### config.mk
export PLATFORM = sky130hd
export DESIGN_NAME = pwm_core
export DESIGN_NICKNAME = d
export VERILOG_FILES = /design/src/rtl/pwm_pkg.sv /design/src/rtl/pwm_core.sv
export SDC_FILE = /design/constraint.sdc
export NUM_CORES = 1
export LEC_CHECK = 0
export CAP_MARGIN = 15
export CORE_MARGIN = 3
export CORE_UTILIZATION = 48
export CTS_CLUSTER_SIZE = 10
export DETAILED_ROUTE_END_ITERATION = 8
export GPL_TIMING_DRIVEN = 0
export PLACE_DENSITY = 0.85
export SYNTH_ARGS = -nofsm -noshare
export SYNTH_HDL_FRONTEND = slang
export SYNTH_SLANG_ARGS = --single-unit
### constraint.sdc
create_clock -name slow_clk -period 3.5 [get_ports slow_clk]
set_input_delay 0.7 -clock slow_clk [delete_from_list [all_inputs] [get_ports slow_clk]]
set_output_delay 0.7 -clock slow_clk [all_outputs]
set_load 0.01 [all_outputs]
### src/rtl/pwm_pkg.sv
// -----------------------------------------------------------------------------
// pwm_pkg
// Shared definitions for the PWM timer core: FSM state encoding, the default
// counter width and the ctrl_mode encodings.
// -----------------------------------------------------------------------------
package pwm_pkg;

    // Default width of the counter, period and duty values
    localparam int CNT_W_DEF = 16;

    // ctrl_mode encodings
    localparam logic MODE_TIMER = 1'b0;
    localparam logic MODE_PWM   = 1'b1;

    // Period-counter FSM states
    typedef enum logic [1:0] {
        IDLE = 2'd0,
        RUN  = 2'd1,
        DONE = 2'd2
    } state_t;

endpackage : pwm_pkg

### src/rtl/pwm_core.sv
// -----------------------------------------------------------------------------
// pwm_core
// Period counter running on the divided clock. In PWM mode it drives a
// registered waveform that is high for duty_sh cycles from count 0 and low for
// the rest of the period; in timer mode o_pwm stays low. Every period end sets
// a sticky irq_flag. Period and duty are shadowed and reload only at a wrap.
//
// Ports
//   slow_clk      divided clock, the only clock of this block
//   i_wb_rst      synchronous active-high reset
//   ctrl_en       run enable
//   ctrl_mode     0 = timer, 1 = PWM
//   ctrl_oneshot  1 = stop after one period, 0 = continuous
//   irq_clr       clears irq_flag (a wrap in the same cycle wins)
//   period_reg    period in slow_clk cycles, 0 is invalid
//   duty_reg      high time in slow_clk cycles (PWM mode)
//   o_pwm         registered PWM output
//   irq_flag      sticky period-end flag
//   count         current counter value
//   busy          high while the FSM is in RUN
// -----------------------------------------------------------------------------
module pwm_core
    import pwm_pkg::*;
#(
    parameter int CNT_W = CNT_W_DEF
) (
    input  logic             slow_clk,
    input  logic             i_wb_rst,
    input  logic             ctrl_en,
    input  logic             ctrl_mode,
    input  logic             ctrl_oneshot,
    input  logic             irq_clr,
    input  logic [CNT_W-1:0] period_reg,
    input  logic [CNT_W-1:0] duty_reg,
    output logic             o_pwm,
    output logic             irq_flag,
    output logic [CNT_W-1:0] count,
    output logic             busy
);

    localparam logic [CNT_W-1:0] CNT_ZERO = {CNT_W{1'b0}};
    localparam logic [CNT_W-1:0] CNT_ONE  = {{(CNT_W-1){1'b0}}, 1'b1};

    state_t           r_state;
    logic [CNT_W-1:0] r_count;
    logic [CNT_W-1:0] r_period_sh;
    logic [CNT_W-1:0] r_duty_sh;
    logic             r_pwm;
    logic             r_irq;
    logic             r_busy;

    state_t           w_state_nxt;
    logic [CNT_W-1:0] w_count_nxt;
    logic [CNT_W-1:0] w_period_nxt;
    logic [CNT_W-1:0] w_duty_nxt;
    logic             w_pwm_nxt;
    logic             w_irq_nxt;
    logic             w_busy_nxt;
    logic             w_wrap;

    // State register: reset has priority over every other event
    always_ff @(posedge slow_clk) begin
        if (i_wb_rst) begin
            r_state     <= IDLE;
            r_count     <= CNT_ZERO;
            r_period_sh <= CNT_ZERO;
            r_duty_sh   <= CNT_ZERO;
            r_pwm       <= 1'b0;
            r_irq       <= 1'b0;
            r_busy      <= 1'b0;
        end else begin
            r_state     <= w_state_nxt;
            r_count     <= w_count_nxt;
            r_period_sh <= w_period_nxt;
            r_duty_sh   <= w_duty_nxt;
            r_pwm       <= w_pwm_nxt;
            r_irq       <= w_irq_nxt;
            r_busy      <= w_busy_nxt;
        end
    end

    // Next-state, counter, shadow reload and output computation
    always_comb begin
        w_state_nxt  = r_state;
        w_count_nxt  = r_count;
        w_period_nxt = r_period_sh;
        w_duty_nxt   = r_duty_sh;
        w_wrap       = 1'b0;

        case (r_state)
            IDLE: begin
                w_count_nxt = CNT_ZERO;
                // A zero period is invalid and keeps the block parked here
                if (ctrl_en && (period_reg != CNT_ZERO)) begin
                    w_period_nxt = period_reg;
                    w_duty_nxt   = duty_reg;
                    w_state_nxt  = RUN;
                end else begin
                    w_state_nxt  = IDLE;
                end
            end
            RUN: begin
                if (!ctrl_en) begin
                    w_state_nxt = IDLE;
                    w_count_nxt = CNT_ZERO;
                end else if (r_count == (r_period_sh - CNT_ONE)) begin
                    w_wrap       = 1'b1;
                    w_count_nxt  = CNT_ZERO;
                    w_period_nxt = period_reg;
                    w_duty_nxt   = duty_reg;
                    if (period_reg == CNT_ZERO) begin
                        w_state_nxt = IDLE;
                    end else if (ctrl_oneshot) begin
                        w_state_nxt = DONE;
                    end else begin
                        w_state_nxt = RUN;
                    end
                end else begin
                    w_count_nxt = r_count + CNT_ONE;
                end
            end
            DONE: begin
                w_count_nxt = CNT_ZERO;
                // Only a dropped enable leaves DONE, so there is no auto-restart
                if (!ctrl_en) begin
                    w_state_nxt = IDLE;
                end else begin
                    w_state_nxt = DONE;
                end
            end
            default: begin
                w_state_nxt = IDLE;
                w_count_nxt = CNT_ZERO;
            end
        endcase

        // Waveform is computed from the values the counter will hold next, so
        // o_pwm lines up with count; duty >= period yields a constant high
        if ((w_state_nxt == RUN) && (ctrl_mode == MODE_PWM)) begin
            w_pwm_nxt = (w_count_nxt < w_duty_nxt);
        end else begin
            w_pwm_nxt = 1'b0;
        end

        // Set beats clear when both happen in the same cycle
        if (w_wrap) begin
            w_irq_nxt = 1'b1;
        end else if (irq_clr) begin
            w_irq_nxt = 1'b0;
        end else begin
            w_irq_nxt = r_irq;
        end

        w_busy_nxt = (w_state_nxt == RUN);
    end

    assign o_pwm    = r_pwm;
    assign irq_flag = r_irq;
    assign count    = r_count;
    assign busy     = r_busy;

endmodule : pwm_core

==> results of run 1 <==
cells in the mapped netlist, types with 3 or more instances:
cell type / instances
dfxtp_1: 53
xor2_1: 14
inv_1: 6
ha_1: 17
or4_1: 3
nand2b_1: 5
nand4_1: 7
nor3_1: 4
xnor2_1: 18
a21oi_1: 11
o21ai_0: 5
buf_6: 6
nor2b_1: 18
nand3_1: 9
nor4_1: 12
buf_2: 3
nor2_1: 66
mux2i_1: 33
a21o_1: 4
clkbuf_1: 11
nand2_1: 12
nor2_4: 10
a211oi_1: 3
report_power, final:
part | total [mW] | internal, mW | switching [mW]
sequential | 0.655 | 0.628 | 0.0263
clock | 0.360 | 0.158 | 0.203
combinational | 0.374 | 0.203 | 0.171
total | 1.39 | 0.989 | 0.400
layout by cell type (no fill, tap or decap), types with 6 or more instances in the layout:
| master | synthesis | layout |
|---|---|---|
| xnor2_1 | 18 | 18 |
| nand3_1 | 9 | 9 |
| nand2_1 | 12 | 12 |
| nor2_4 | 10 | 10 |
| xor2_1 | 14 | 14 |
| clkdlybuf4s50_1 | 0 | 55 |
| nand4_1 | 7 | 7 |
| mux2i_1 | 33 | 24 |
| nor4_1 | 12 | 7 |
| clkbuf_1 | 11 | 9 |
| a21oi_1 | 11 | 9 |
| buf_4 | 0 | 15 |
| ha_1 | 17 | 12 |
| nor2_1 | 66 | 64 |
| dfxtp_1 | 53 | 45 |
| clkbuf_8 | 0 | 6 |
| nor2b_1 | 18 | 18 |
| inv_1 | 6 | 6 |
critical path, delay by kind of cell (launching register included):
kind            cells  cell delay [ns]
compound gates      8             1.57
simple gates        5             1.28
flops               1             0.36
mux                 1             0.28
fa+ha+maj           1             0.23
buf+inv             1             0.20
stage by stage:
stage                     std cells  worst slack [ns]  instance area, sq um
final                           518            -0.512                  4440
after global routing            518            -0.556                  4440
after CTS                       511            -0.420                  4270
after detailed placement        498            -0.820                  3930
after global placement          498            -0.797                  3930
after floorplan                 366           -0.0824                  3290
final cells by class:
cell class              instances  area, sq um  share of cell area (%)
flip-flops and latches         53         1080                    24.3
well taps                      77         96.3                    2.17
plain buffers                  16          118                    2.65
inverters                       6         22.5                   0.507
multi-input cells             285         2310                    51.9
clock buffers                   7         86.3                    1.94
repair buffers                 74          733                    16.5
final timing paths:
check,to,from,cells after the start,slack (ns)
hold / removal,irq_flag,irq_flag,2,0.52
setup / recovery,o_pwm,r_period_sh[12],16,-0.51
hold reg to reg,irq_flag,irq_flag,2,0.52
setup reg to reg,o_pwm,r_period_sh[12],16,-0.51
flip-flops by register name, summed over array words and instances, names as in the netlist:
name,count
r_period_sh,16
o_pwm,1
busy,1
r_duty_sh,16
r_state,2
count,16
irq_flag,1
repair_timing:
action,CTS,global route
pin swaps,19,18
endpoints found under the hold margin,0,0
buffers inserted,10,8
gates resized for setup,39,21
endpoints found under the setup margin,1,1
gates cloned,1,0
per-layer routing:
| layer | vias to the layer above | wire length (um) | GRT usage, % |
|---|---|---|---|
| li1 | 1424 | - | - |
| met1 | 1414 | 3770 | 26.4 |
| met2 | 72 | 4620 | 39.9 |
| met3 | 14 | 351 | 4.84 |
| met4 | 0 | 185 | 6.73 |
| met5 | - | 0 | 0 |
kinds of logic after synthesis:
kind of cell,synth area share (%)
XOR/XNOR,8.62
flip-flops,32.6
buffers and inverters,5.08
multiplexers,10.5
AND/OR/NAND/NOR,27.1
adder cells (fa/ha/maj),6.54
AO/OA/AOI/OAI,9.58
==> flow_metrics.env, run 1 <==
export IMPL_worst_pin_slew_ns=0.666
export IMPL_dieArea_sq_um=7800
export IMPL_synthFlopType="dfxtp_1"
export IMPL_synth_area_leader_cell="dfxtp_1"
export IMPL_antennaDiodeCount=0
export IMPL_arrival_ns=4.24
export IMPL_syn_area_sq_um=3250
export IMPL_cp_common_cell="a21oi_1"
export IMPL_postCtsHoldBufs=0
export IMPL_ant_nets=0
export IMPL_vias=2924
export IMPL_overflow=0
export IMPL_powerDensity_nw_per_um2=313
export IMPL_finalSetupTns_ns=-0.512
export IMPL_synth_seq_area_share_pct=32.6
export IMPL_fin_nets=496
export IMPL_hpwlAfterDp_mm=6.09
export IMPL_setup_viol=1
export IMPL_utilization_pct=68.8
export IMPL_cp_end_kind="register"
export IMPL_io_buffers=55
export IMPL_yosysWarnings=0
export IMPL_grt_setup_unrepaired="true"
export IMPL_critical_path_slowest_cell="or4_4"
export IMPL_cts_buffers=5
export IMPL_grt_pass1_wl_mm=13.5
export IMPL_max_cap_viol_count=0
export IMPL_finalWirelength_mm=8.93
export IMPL_ys_top_cells_by_area="dfxtp_1, mux2i_1, nor2_1"
export IMPL_route_detailed_drc=0
export IMPL_timing_final_ws_setup_ns=-0.512
export IMPL_drt_pass1_iterations=5
export IMPL_hold_viol=0
export IMPL_crit_path_max_incr_delay_ns=0.58
export IMPL_grt_pass1_vias=2835
export IMPL_vias_per_cell=5.64
export IMPL_grt_max_degree=15
export IMPL_slew_headroom_pct=55.2
export IMPL_cts_max_level=2
export IMPL_synth_seq_cells=53
export IMPL_status="finished, violations left"
export IMPL_clkLatencyLatePin_ns=0.31
export IMPL_ios=57
export IMPL_globalplace_congestion=0.858
export IMPL_die_x_um=88.3
export IMPL_crit_required_ns=3.72
export IMPL_min_path_type="register to register"
export IMPL_avgSynthCellArea_sq_um=8.89
export IMPL_core_area_sq_um=6460
export IMPL_whs_ns=0.519
export IMPL_worstSetupPathType="register to register"
export IMPL_async_flop_share_pct=0
export IMPL_synth_edff_count=0
export IMPL_p_total_mw=1.39
export IMPL_cp_start_kind="register"
export IMPL_skew_ns=0.00253
export IMPL_synth_distinct_cells=53
export IMPL_violations="setup timing"
export IMPL_syn_nets=421
export IMPL_num_rows=29
export IMPL_path_clk_slew_ns=0.09
export IMPL_fmax_mhz=249
export IMPL_cts_tree="yes"
export IMPL_final_layout_size_suffix_gt1_share_pct=20.9
export IMPL_synthesis_instances=366
export IMPL_period_share_pct=115
export IMPL_die_h_um=88.3
export IMPL_slew_viol_final=0
export IMPL_clockRootBuffer="clkbuf_8"
export IMPL_wl_per_cell_um=17.2
export IMPL_initial_utilization_pct=50.4
export IMPL_ir_worst_vdd_mv=0.269
export IMPL_cts_sinks=53
export IMPL_initialDrtViolationCount=118
export IMPL_antenna_found_initial=0
export IMPL_crit_chain="or4_4 -> o311ai_2 -> a21oi_1 -> a311o_1 -> and4_4 -> a21oi_4 -> buf_8 -> mux2i_4 -> ha_4 -> a21oi_1 -> nor2b_1 -> o21ai_1 -> nand2_1 -> a21oi_2 -> o21ai_2 -> nor4b_2"
export IMPL_path_max_fanout=5
export IMPL_period_needed_ns=4.01
export IMPL_cts_path_max_buffers=2
export IMPL_synth_top_area_share_pct=32.6
export IMPL_area_growth_pct=36.6
export IMPL_leakage_nw=1.67
export IMPL_fill_cells=482
export IMPL_grtUsageTotal_pct=22.2
Note: power is estimated with default switching activity, not from simulation.
==> inputs of run 2 (changes only) <==
PLACE_DENSITY = 0.88   (was 0.85)
==> run 2 against run 1 <==
Effect of this change: the run still ends with setup timing left; clock-buffer cell count shrank 2; worst setup slack better by 0.080 ns; total power is 0.63% lower; largest power group unchanged.
==> flow_metrics.env, run 2 (same netlist as run 1, synthesis figures left out) <==
export IMPL_ant_nets=0
export IMPL_vias=3053
export IMPL_critical_path_slowest_cell="or4_4"
export IMPL_cts_max_level=2
export IMPL_finalWirelength_mm=9.22
export IMPL_final_instance_count_excl_fill=521
export IMPL_io_buffers=55
export IMPL_die_x_um=88.3
export IMPL_setup_viol=1
export IMPL_timing_final_ws_setup_ns=-0.432
export IMPL_antennaDiodeCount=0
export IMPL_route_detailed_drc=0
export IMPL_powerDensity_nw_per_um2=305
export IMPL_layout_commonest_cell="nor2_1"
export IMPL_wl_per_cell_um=17.7
export IMPL_initial_utilization_pct=50.4
export IMPL_slew_viol_final=0
export IMPL_grt_pass1_vias=2956
export IMPL_path_clk_slew_ns=0.10
export IMPL_cts_tree="yes"
export IMPL_crit_chain="or4_4 -> o311ai_4 -> a21oi_2 -> a311o_1 -> and4_4 -> a21oi_4 -> buf_12 -> mux2i_4 -> ha_4 -> a21oi_2 -> nor2b_1 -> o21ai_1 -> nand2_1 -> a21oi_2 -> o21ai_2 -> nor4b_2"
export IMPL_p_total_mw=1.38
export IMPL_dp_cells=498
export IMPL_crit_required_ns=3.72
export IMPL_fin_nets=500
export IMPL_max_cap_viol_count=0
export IMPL_finalSetupTns_ns=-0.432
export IMPL_path_max_fanout=7
export IMPL_dieArea_sq_um=7800
export IMPL_vias_per_cell=5.86
export IMPL_cts_path_max_buffers=2
export IMPL_cts_buffers=5
export IMPL_place_area_sq_um=3930
export IMPL_crit_family="compound AO/OA/AOI/OAI gates"
export IMPL_fmax_mhz=254
export IMPL_cts_sinks=53
export IMPL_hold_viol=0
export IMPL_final_area_sq_um=4530
export IMPL_cp_end_kind="register"
export IMPL_status="finished, violations left"
export IMPL_clockRootBuffer="clkbuf_8"
export IMPL_initialDrtViolationCount=147
export IMPL_core_area_sq_um=6460
export IMPL_ir_worst_vdd_mv=0.187
export IMPL_slew_headroom_pct=60.3
export IMPL_globalplace_congestion=0.872
export IMPL_antenna_found_initial=0
export IMPL_skew_ns=0.00848
export IMPL_worst_pin_slew_ns=0.595
export IMPL_postCtsHoldBufs=0
export IMPL_grtUsageTotal_pct=22.1
export IMPL_period_share_pct=112
export IMPL_grt_pass1_wl_mm=13.6
export IMPL_dpl_worst_slack_ns=-0.840
export IMPL_hpwlAfterDp_mm=6.16
export IMPL_arrival_ns=4.15
export IMPL_ios=57
export IMPL_cp_start_kind="register"
export IMPL_grt_setup_unrepaired="true"
export IMPL_die_h_um=88.3
export IMPL_drt_pass1_iterations=5
export IMPL_clkLatencyLatePin_ns=0.31
export IMPL_area_growth_pct=39.2
export IMPL_path_buf_inv=1
export IMPL_cp_common_cell="a21oi_2"
export IMPL_violations="setup timing"
export IMPL_min_path_type="register to register"
export IMPL_num_rows=29
export IMPL_grt_max_degree=15
export IMPL_worstSetupPathType="register to register"
export IMPL_fill_cells=483
export IMPL_period_needed_ns=3.93
export IMPL_leakage_nw=1.68
export IMPL_overflow=0
export IMPL_crit_path_max_incr_delay_ns=0.58
export IMPL_final_layout_size_suffix_gt1_share_pct=23.9
export IMPL_final_cell_mix="nor2_1, clkdlybuf4s50_1, dfxtp_1, buf_4, mux2i_1"
==> run 2: cell count changes in the layout (fill, tap and decap cells not counted), sizes merged <==
cell and change:
buf +5, clkbuf -3, clkinv +1
==> run 2: routing by layer <==
layer	GRT usage (%)	wire length, um
met1	26.4	3770
met2	39.2	4730
met3	3.91	427
met4	9.07	290
met5	0	0
==> run 2: timing repair <==
| action | CTS | global route |
|---|---|---|
| gates resized for setup | 33 | 43 |
| endpoints found under the setup margin | 1 | 1 |
| pin swaps | 17 | 26 |
| setup buffers | 16 | 8 |
==> run 2: area by class of cell <==
cell class / count / area [sq um] / area share (%)
buffer: 15 / 124 / 2.73
tap: 77 / 96.3 / 2.13
clock buffer: 5 / 68.8 / 1.52
clock inverter: 1 / 5.00 / 0.110
sequential: 53 / 1090 / 24.0
timing repair buffer: 79 / 747 / 16.5
multi-input combinational: 285 / 2380 / 52.5
inverter: 6 / 22.5 / 0.497
==> run 2: worst min-delay path, delay by kind of cell, from the launching register on <==
kind | cells | cell delay (ns)
AND/OR/NAND/NOR | 1 | 0.08
multiplexers | 1 | 0.08
flip-flops | 1 | 0.31
==> run 2: final timing paths <==
kind	startpoint	endpoint	slack [ns]	cells past startpoint
max reg2reg	r_period_sh[12]	o_pwm	-0.43	16
max	r_period_sh[12]	o_pwm	-0.43	16
min reg2reg	r_duty_sh[14]	r_duty_sh[14]	0.51	2
min	r_duty_sh[14]	r_duty_sh[14]	0.51	2
==> run 2: where the power goes <==
part           internal, mW  leakage (nW)  switching (mW)
clock network         0.133        0.0399           0.202
logic                 0.211          1.20           0.179
registers             0.628         0.438          0.0279
==> run 2: per-stage QoR <==
| step | utilization [%] | hold slack [ns] |
|---|---|---|
| floorplan | - | 0.466 |
| global placement | 60.9 | 0.475 |
| detailed placement | 60.9 | 0.492 |
| CTS | 65.9 | 0.514 |
| global route | 70.1 | 0.545 |
| finish | 70.1 | 0.509 |
